--- src/rtl/vga_vram_scheduler.sv ---
// Time-slot scheduler for the single-port video RAM behind the 1280x1024 timing
// generator. Display fetches own fixed slots 2 pixels ahead of each 8-pixel cell.
// Every other cycle is offered to two writers through a round-robin grant.
// All outputs are registered. An output seen after the clock edge at which
// counter_x == X is the decision for pixel X.
module vga_vram_scheduler #(
   parameter int unsigned H_ACT_START = 360,
   parameter int unsigned H_ACT_END   = 1639,
   parameter int unsigned V_ACT_START = 41,
   parameter int unsigned V_ACT_END   = 1064,
   parameter int unsigned CELLS_X     = 160,
   parameter int unsigned CELLS_Y     = 128,
   parameter int unsigned ADDR_W      = 15
) (
   input  logic              clk,
   input  logic              rst,
   input  logic [10:0]       counter_x_i,
   input  logic [10:0]       counter_y_i,
   input  logic              vblank_only_i,
   input  logic              w0_req_i,
   input  logic [ADDR_W-1:0] w0_addr_i,
   input  logic [7:0]        w0_data_i,
   output logic              w0_ack_o,
   input  logic              w1_req_i,
   input  logic [ADDR_W-1:0] w1_addr_i,
   input  logic [7:0]        w1_data_i,
   output logic              w1_ack_o,
   output logic              ram_en_o,
   output logic              ram_we_o,
   output logic [ADDR_W-1:0] ram_addr_o,
   output logic [7:0]        ram_wdata_o,
   input  logic [7:0]        ram_rdata_i,
   output logic [7:0]        pix_byte_o,
   output logic              pix_valid_o,
   output logic              frame_start_o
);

   localparam int unsigned COL_W = $clog2(CELLS_X + 1);

   localparam logic [10:0] X_FETCH_FIRST = 11'(H_ACT_START - 2);
   localparam logic [10:0] X_FETCH_LAST  = 11'(H_ACT_START - 2 + 8 * (CELLS_X - 1));
   localparam logic [10:0] X_ACT_START   = 11'(H_ACT_START);
   localparam logic [10:0] X_LOAD_LAST   = 11'(H_ACT_START + 8 * (CELLS_X - 1));
   localparam logic [10:0] X_ACT_END     = 11'(H_ACT_END);
   localparam logic [10:0] X_ROW_STEP    = 11'(H_ACT_END + 1);
   localparam logic [10:0] Y_ACT_START   = 11'(V_ACT_START);
   localparam logic [10:0] Y_ACT_END     = 11'(V_ACT_END);

   localparam logic [ADDR_W-1:0] ROW_STRIDE = ADDR_W'(CELLS_X);
   localparam logic [ADDR_W-1:0] NUM_CELLS  = ADDR_W'(CELLS_X * CELLS_Y);

   logic [COL_W-1:0]  col_q;
   logic [ADDR_W-1:0] row_base_q;
   logic [2:0]        line_cnt_q;
   logic              ptr_q, ptr_d;

   logic              ram_en_q, ram_en_d;
   logic              ram_we_q, ram_we_d;
   logic [ADDR_W-1:0] ram_addr_q, ram_addr_d;
   logic [7:0]        ram_wdata_q, ram_wdata_d;
   logic              w0_ack_q, w1_ack_q;
   logic              gnt0, gnt1;
   logic [7:0]        pix_byte_q;
   logic              pix_valid_q;
   logic              frame_start_q;

   logic              line_act;
   logic              fetch_span;
   logic              fetch_slot;
   logic              load_slot;
   logic              wr_eligible;
   logic [ADDR_W-1:0] fetch_addr;
   logic [ADDR_W-1:0] sel_addr;
   logic [7:0]        sel_data;
   logic              in_range;

   assign line_act   = (counter_y_i >= Y_ACT_START) && (counter_y_i <= Y_ACT_END);
   assign fetch_span = (counter_x_i >= X_FETCH_FIRST) && (counter_x_i <= X_FETCH_LAST);
   // Slot phase is compared on the low three bits only, because both grids have an 8-pixel pitch.
   assign fetch_slot = line_act && fetch_span
                       && (counter_x_i[2:0] == X_FETCH_FIRST[2:0]);
   assign load_slot  = line_act && (counter_x_i >= X_ACT_START) && (counter_x_i <= X_LOAD_LAST)
                       && (counter_x_i[2:0] == X_ACT_START[2:0]);
   assign fetch_addr = row_base_q + ADDR_W'(col_q);
   assign wr_eligible = !fetch_slot && (!vblank_only_i || !line_act);

   // Round-robin grant and RAM command selection; a fetch slot always wins.
   always_comb begin
      gnt0        = 1'b0;
      gnt1        = 1'b0;
      ptr_d       = ptr_q;
      ram_en_d    = 1'b0;
      ram_we_d    = 1'b0;
      ram_addr_d  = ram_addr_q;
      ram_wdata_d = ram_wdata_q;
      if (wr_eligible) begin
         if (w0_req_i && w1_req_i) begin
            gnt0  = !ptr_q;
            gnt1  = ptr_q;
            ptr_d = !ptr_q;
         end else begin
            gnt0 = w0_req_i;
            gnt1 = w1_req_i;
         end
      end
      sel_addr = gnt1 ? w1_addr_i : w0_addr_i;
      sel_data = gnt1 ? w1_data_i : w0_data_i;
      in_range = sel_addr < NUM_CELLS;
      if (fetch_slot) begin
         ram_en_d   = 1'b1;
         ram_addr_d = fetch_addr;
      end else if ((gnt0 || gnt1) && in_range) begin
         ram_en_d    = 1'b1;
         ram_we_d    = 1'b1;
         ram_addr_d  = sel_addr;
         ram_wdata_d = sel_data;
      end
   end

   // RAM command, acks and arbitration pointer registers.
   always_ff @(posedge clk) begin
      if (rst) begin
         ram_en_q    <= 1'b0;
         ram_we_q    <= 1'b0;
         ram_addr_q  <= '0;
         ram_wdata_q <= '0;
         w0_ack_q    <= 1'b0;
         w1_ack_q    <= 1'b0;
         ptr_q       <= 1'b0;
      end else begin
         ram_en_q    <= ram_en_d;
         ram_we_q    <= ram_we_d;
         ram_addr_q  <= ram_addr_d;
         ram_wdata_q <= ram_wdata_d;
         w0_ack_q    <= gnt0;
         w1_ack_q    <= gnt1;
         ptr_q       <= ptr_d;
      end
   end

   // Cell counter for the current line. It restarts whenever x leaves the fetch span.
   always_ff @(posedge clk) begin
      if (rst || !fetch_span) begin
         col_q <= '0;
      end else if (fetch_slot) begin
         col_q <= col_q + 1'b1;
      end
   end

   // Row base advances by one framebuffer row after each group of 8 active lines.
   always_ff @(posedge clk) begin
      if (rst || !line_act) begin
         row_base_q <= '0;
         line_cnt_q <= '0;
      end else if (counter_x_i == X_ROW_STEP) begin
         line_cnt_q <= line_cnt_q + 3'd1;
         if (line_cnt_q == 3'd7) begin
            row_base_q <= row_base_q + ROW_STRIDE;
         end
      end
   end

   // Pixel byte, active-window flag and frame pulse.
   always_ff @(posedge clk) begin
      if (rst) begin
         pix_byte_q    <= '0;
         pix_valid_q   <= 1'b0;
         frame_start_q <= 1'b0;
      end else begin
         if (load_slot) begin
            pix_byte_q <= ram_rdata_i;
         end
         pix_valid_q   <= line_act && (counter_x_i >= X_ACT_START) && (counter_x_i <= X_ACT_END);
         frame_start_q <= (counter_x_i == 11'd0) && (counter_y_i == 11'd0);
      end
   end

   assign ram_en_o      = ram_en_q;
   assign ram_we_o      = ram_we_q;
   assign ram_addr_o    = ram_addr_q;
   assign ram_wdata_o   = ram_wdata_q;
   assign w0_ack_o      = w0_ack_q;
   assign w1_ack_o      = w1_ack_q;
   assign pix_byte_o    = pix_byte_q;
   assign pix_valid_o   = pix_valid_q;
   assign frame_start_o = frame_start_q;

endmodule

--- config.mk ---
export PLATFORM = sky130hd
export DESIGN_NAME = vga_vram_scheduler
export DESIGN_NICKNAME = d
export VERILOG_FILES = /design/src/rtl/vga_vram_scheduler.sv
export SDC_FILE = /design/constraint.sdc
export NUM_CORES = 1
export LEC_CHECK = 0
export ABC_AREA = 1
export CAP_MARGIN = 20
export CORE_ASPECT_RATIO = 0.9
export CORE_MARGIN = 5
export CORE_UTILIZATION = 45
export DETAILED_ROUTE_END_ITERATION = 12
export PLACE_DENSITY = 0.81
export SETUP_SLACK_MARGIN = 0.05
export SKIP_LAST_GASP = 1
export SLEW_MARGIN = 20
export SYNTH_ARGS = -nofsm -noshare
export SYNTH_HDL_FRONTEND = slang
export SYNTH_SLANG_ARGS = --single-unit
export TNS_END_PERCENT = 20
--- constraint.sdc ---
create_clock -name clk -period 2.86 [get_ports clk]
set_input_delay 0.572 -clock clk [delete_from_list [all_inputs] [get_ports clk]]
set_output_delay 0.572 -clock clk [all_outputs]
set_load 0.02 [all_outputs]
==> results.cfg, run 1 <==
[outcome]
status = finished clean

[layout]
n_fill_cell = 597
area_growth_pct = 46.2
nets = 689
diodes = 0
drive_gt1_share_pct = 11.6
seq_area_um2 = 1180
multiInputGateArea_um2 = 1810

[route]
drt_iter0_drc = 171
vias_per_cell = 5.03
drtPass1Iterations = 5
ant_nets = 0
drt-total-wl_um = 9280
drc_errors = 0
vias = 3510
wl_per_cell_um = 13.3

[timing]
rsz0062_at_grt = no
setup_viol = 0
worstMarginPinSlew_ps = 468
hold_ws_ps = 485
period_needed_ps = 2540
timing.fmax_ghz = 0.394
fin_ws_ps = 324
drv_slew = 0
slew_headroom_pct = 68.6
finalCritPeriodShare_pct = 88.7
hold_violations = 0
skew_ps = 7.92

[pwr]
p_per_area_nw_per_um2 = 458
p_leak_uw = 0.00202
ir_drop_mv = 0.288

[clocking]
cts_buffers = 9
htree_levels = 3
clock_sinks = 59
clock_path_buffers = 2
postCtsSetupRepairBufs = 0
insertion_delay_ps = 340
cts_root_buf = clkbuf_8
cts_tree = built
clkTransAtPathRegs_ps = 70

[synthesis]
synth.avg_cell_area_um2 = 6.98
yosys.cell_count.top_type = nand2_1
synth.area.top_cells = dfxtp_1 (36%), nand2_1 (9.3%), nor2_1 (7.2%)
ys_seq_elements = 59
yosysWarnings = 0
yosysUniqueCellTypes = 39
synth_edf_count = 0
yosys-top-cells-count = nand2_1 (82), nor2_1 (63), dfxtp_1 (59)
syn_inst = 473
yosysSeqAreaShare_pct = 35.8
synthesis.area_um2 = 3300
synthArstFlopShare_pct = 0
synth_top_area_cell = dfxtp_1
synth_ff_type = dfxtp_1
syn_nets = 562
yosysTopAreaCellShare_pct = 35.8

[grt]
grt_max_degree = 23
grt_pass1_vias = 3411
grt-ovfl-total = 0
grt_pass1_wl_um = 15500
grt_use_total_pct = 20.6
antenna_found_initial = 0

[worst_setup_path]
regToRegSetupSlack_ps = 550
worstSetupStartpoint = counter_x_i[5]
setup.worst_path.end = ram_wdata_o[2]
critPathMaxStageDelay_ps = 500
cp-end-kind = flop
worstRegToRegCells = 10
path_depth = 19
r2r_start = row_base_q[5]
cp_slowest_cell = clkdlybuf4s50_1
crit_top_cell = nand2_2
worstPathMaxFanout = 20
cp.arrival_ps = 2770
cp_num_buf_inv = 3
cp.required_ps = 3090
path_cells = clkdlybuf4s50_1 > nand2_1 > inv_2 > nand2_2 > nand2_2 > nand2_2 > nand2_2 > nand2_2 > nor2_4 > nand2_4 > nand3_4 > nand2_1 > nand2_1 > nand2_1 > nand2_2 > nand2_8 > buf_4 > o21ai_0 > nor2_1
worst_path_dominant_cell_family = simple AND/OR/NAND/NOR gates
critPathKind = in -> reg
start_kind = input pin
reg2reg_to = ram_addr_o[13]

[flow_run]
drv_cap = 0

[place]
dpl_worst_slack_ps = -30.2
dp_hpwl_um = 7290
gp_congestion = 0.828
port_buffers = 117

[floorplan]
dieArea_um2 = 9150
die_h_um = 91.3
rows = 29
initial_core_util_pct = 46.4
io_pins = 118
core_um2 = 7110
die_w_um = 100

[hold_path]
hold_path.class = reg -> reg
hold_depth = 2
[layer usage]
layer	GRT usage [%]	part of all wire, %	up-vias
li1	-	-	1790
met1	26.0	42	1593
met2	34.5	50	114
met3	4.21	6.4	13
met4	7.74	1.6	0
met5	0	0	-
[placed cells by master, fill, tap and decap left out, drive strengths merged]
| master | n |
|---|---|
| a211oi | 1 |
| a21boi | 1 |
| a21oi | 34 |
| a31oi | 1 |
| and3 | 1 |
| buf | 13 |
| bufinv | 2 |
| clkbuf | 11 |
| clkdlybuf4s50 | 117 |
| clkinv | 4 |
| clkinvlp | 1 |
| dfxtp | 59 |
| fa | 1 |
| ha | 7 |
| inv | 62 |
| mux2 | 8 |
| mux2i | 1 |
| nand2 | 96 |
| nand3 | 35 |
| nand4 | 14 |
| nor2 | 69 |
| nor3 | 11 |
| nor3b | 2 |
| nor4 | 2 |
| o21ai | 37 |
| o221ai | 4 |
| o22ai | 1 |
| or2 | 2 |
| xor2 | 8 |
[metrics by stage]
stage          power [uW]  setup TNS [ps]  cells  area [um^2]  utilization [%]
6_report             2210               0    698         4830             67.9
5_1_grt              2310               0    698         4830             67.9
4_1_cts              2210               0    698         4810             67.6
3_5_place_dp         1400           -51.2    682         4600             64.7
3_3_place_gp         1390               0    682         4600             64.7
2_1_floorplan        1150               0    473         3300                -
[where the power goes]
group | leakage, uW | switching (uW) | internal [uW]
Clock | 0.000103 | 334 | 488
Combinational | 0.00143 | 249 | 253
Sequential | 0.000480 | 22.2 | 865
Total | 0.00202 | 606 | 1610
[worst min path at each step]
| stage | start | endpoint |
|---|---|---|
| finish | ram_wdata_o[6] | ram_wdata_o[6] |
| global placement | line_cnt_q[1] | line_cnt_q[1] |
| floorplan | line_cnt_q[1] | line_cnt_q[1] |
| CTS | ram_addr_o[8] | ram_addr_o[8] |
| global route | ram_addr_o[14] | ram_addr_o[14] |
| detailed placement | ram_addr_o[8] | ram_addr_o[8] |
[registers in the layout, indices dropped and copies added, names as in the netlist]
register	count
line_cnt_q	3
ptr_q	1
row_base_q	10
ram_en_o	1
w1_ack_o	1
col_q	8
pix_byte_o	8
ram_addr_o	15
pix_valid_o	1
frame_start_o	1
w0_ack_o	1
ram_we_o	1
ram_wdata_o	8
[timing repair]
item	CTS	global route
hold buffers	0	0
setup endpoints to repair	0	1
gates resized for setup	0	2
[worst register-to-register path, cell delays in order, from the launching register on]
cell	delay [ps]
dfxtp_1	380
ha_1	180
inv_1	50
fa_1	370
or2_2	320
a21oi_1	250
nand2_1	110
o21ai_0	240
o21ai_0	130
nand2_1	100
a21oi_1	60
[logic make-up after synthesis]
family	synth area share, %
buffers and inverters	9.86
and+or+nand+nor	33.1
DFF	35.8
AOI/OAI and AO/OA	12.9
xor gates and xnor gates	2.12
muxes	3.03
adders and majority gates	3.26
[final cells by class]
class,count,area share [%]
Multi-Input combinational cell,336,37.5
Timing Repair Buffer,130,26.3
Sequential cell,59,24.5
Inverter,64,4.98
Clock buffer,11,2.72
Tap cell,93,2.41
Clock inverter,5,1.61
Power figures use the tool's default switching activity.
==> run 2, diff against run 1 <==
TNS_END_PERCENT = not set   (was 20)
==> results of run 2 <==
The final DEF is identical to that of run 1; final timing and power are the same.
==> run 3, diff against run 2 <==
SETUP_SLACK_MARGIN = 0.02   (was 0.05)
==> results.cfg, run 3 (synthesized netlist as in run 1, its figures left out) <==
[worst_setup_path]
cp.arrival_ps = 2830
cp.required_ps = 3120
cp-end-kind = flop
critPathKind = in -> reg
start_kind = input pin
regToRegSetupSlack_ps = 580
worstPathMaxFanout = 20

[timing]
setup_viol = 0
rsz0062_at_grt = no
fin_ws_ps = 281
slew_headroom_pct = 68.5
worstMarginPinSlew_ps = 469
period_needed_ps = 2580
skew_ps = 6.40
drv_slew = 0
timing.fmax_ghz = 0.388
hold_violations = 0
finalCritPeriodShare_pct = 90.2

[place]
gp_congestion = 0.828
dpl_worst_slack_ps = -30.2
dp_hpwl_um = 7290
port_buffers = 117

[pwr]
ir_drop_mv = 0.288
p_leak_uw = 0.00202
finalPower_uw = 2200
p_per_area_nw_per_um2 = 457

[layout]
drive_gt1_share_pct = 11.6
largest_reg_flops = 15
nets = 689
final_cell_mix = clkdlybuf4s50_1 (117), nand2_1 (82), nor2_1 (63)
area_growth_pct = 45.7
n_fill_cell = 598
diodes = 0
final_common_cell = clkdlybuf4s50_1

[grt]
grt_pass1_wl_um = 15500
grt-ovfl-total = 0
grt_pass1_vias = 3411
antenna_found_initial = 0
grt_use_total_pct = 20.6
grt_max_degree = 23

[floorplan]
io_pins = 118
die_h_um = 91.3
core_um2 = 7110
initial_core_util_pct = 46.4
rows = 29
die_w_um = 100
dieArea_um2 = 9150

[route]
ant_nets = 0
wl_per_cell_um = 13.2
drc_errors = 0
vias = 3475
drt-total-wl_um = 9190
vias_per_cell = 4.98
drt_iter0_drc = 161
drtPass1Iterations = 4

[outcome]
status = finished clean

[clocking]
cts_buffers = 9
insertion_delay_ps = 330
cts_tree = built
ctsResizeCount = 0
cts_root_buf = clkbuf_8
htree_levels = 3
clkTransAtPathRegs_ps = 70
postCtsSetupRepairBufs = 0
ctsHoldBuffers = 0
clock_sinks = 59
clock_path_buffers = 2

[hold_path]
hold_path.class = reg -> reg

[flow_run]
drv_cap = 0
[run 3: worst paths after layout]
kind / startpoint / end / cells past startpoint
worst max-delay path: counter_x_i[5] / ram_addr_o[7] / 19
worst min-delay path: line_cnt_q[1] / line_cnt_q[1] / 2
worst max register to register: row_base_q[5] / ram_addr_o[11] / 10
worst min register to register: line_cnt_q[1] / line_cnt_q[1] / 2
[run 3: stage by stage]
| stage | instances | setup TNS, ps | cell area [um^2] | utilization (%) | hold slack (ps) |
|---|---|---|---|---|---|
| 3_3_place_gp | 682 | 0 | 4600 | 64.7 | 455 |
| 6_report | 698 | 0 | 4810 | 67.6 | 481 |
| 3_5_place_dp | 682 | -51.2 | 4600 | 64.7 | 475 |
| 2_1_floorplan | 473 | 0 | 3300 | - | 445 |
| 4_1_cts | 698 | 0 | 4810 | 67.6 | 486 |
| 5_1_grt | 698 | 0 | 4810 | 67.6 | 506 |
[run 3: cell type report]
class	count	area (um^2)	area share, %
clock inverter	5	77.6	1.61
multi-input combinational	336	1790	37.3
timing repair buffer	130	1270	26.4
tap	93	116	2.42
inverter	64	240	4.99
sequential	59	1180	24.6
clock buffer	11	131	2.73
[run 3: routing by layer]
layer | vias up | wire length [um] | share of wire, % | GRT usage (%)
li1 | 1795 | - | - | -
met1 | 1571 | 3960 | 43 | 26.0
met2 | 98 | 4550 | 50 | 34.5
met3 | 11 | 529 | 5.8 | 4.21
met4 | 0 | 151 | 1.6 | 7.74
met5 | - | 0 | 0 | 0
[run 3: power breakdown]
group	switching [uW]	total [uW]	internal [uW]	leakage, uW
clock	328	816	488	0.000103
sequential	22.3	887	865	0.000480
combinational	245	495	250	0.00143
[run 3: worst max-delay path: stages]
cell             delay [ps]
clkdlybuf4s50_1         500
nand2_1                 120
inv_2                    80
nand2_2                  60
nand2_2                  80
nand2_2                  60
nand2_2                  60
nand2_2                  60
nor2_4                  110
nand2_4                 110
nand3_4                 110
nand2_1                  70
nand2_1                 100
nand2_1                  80
nand2_2                  80
nand2_4                 140
nand2_4                 190
nand2_1                 100
a21oi_1                 170
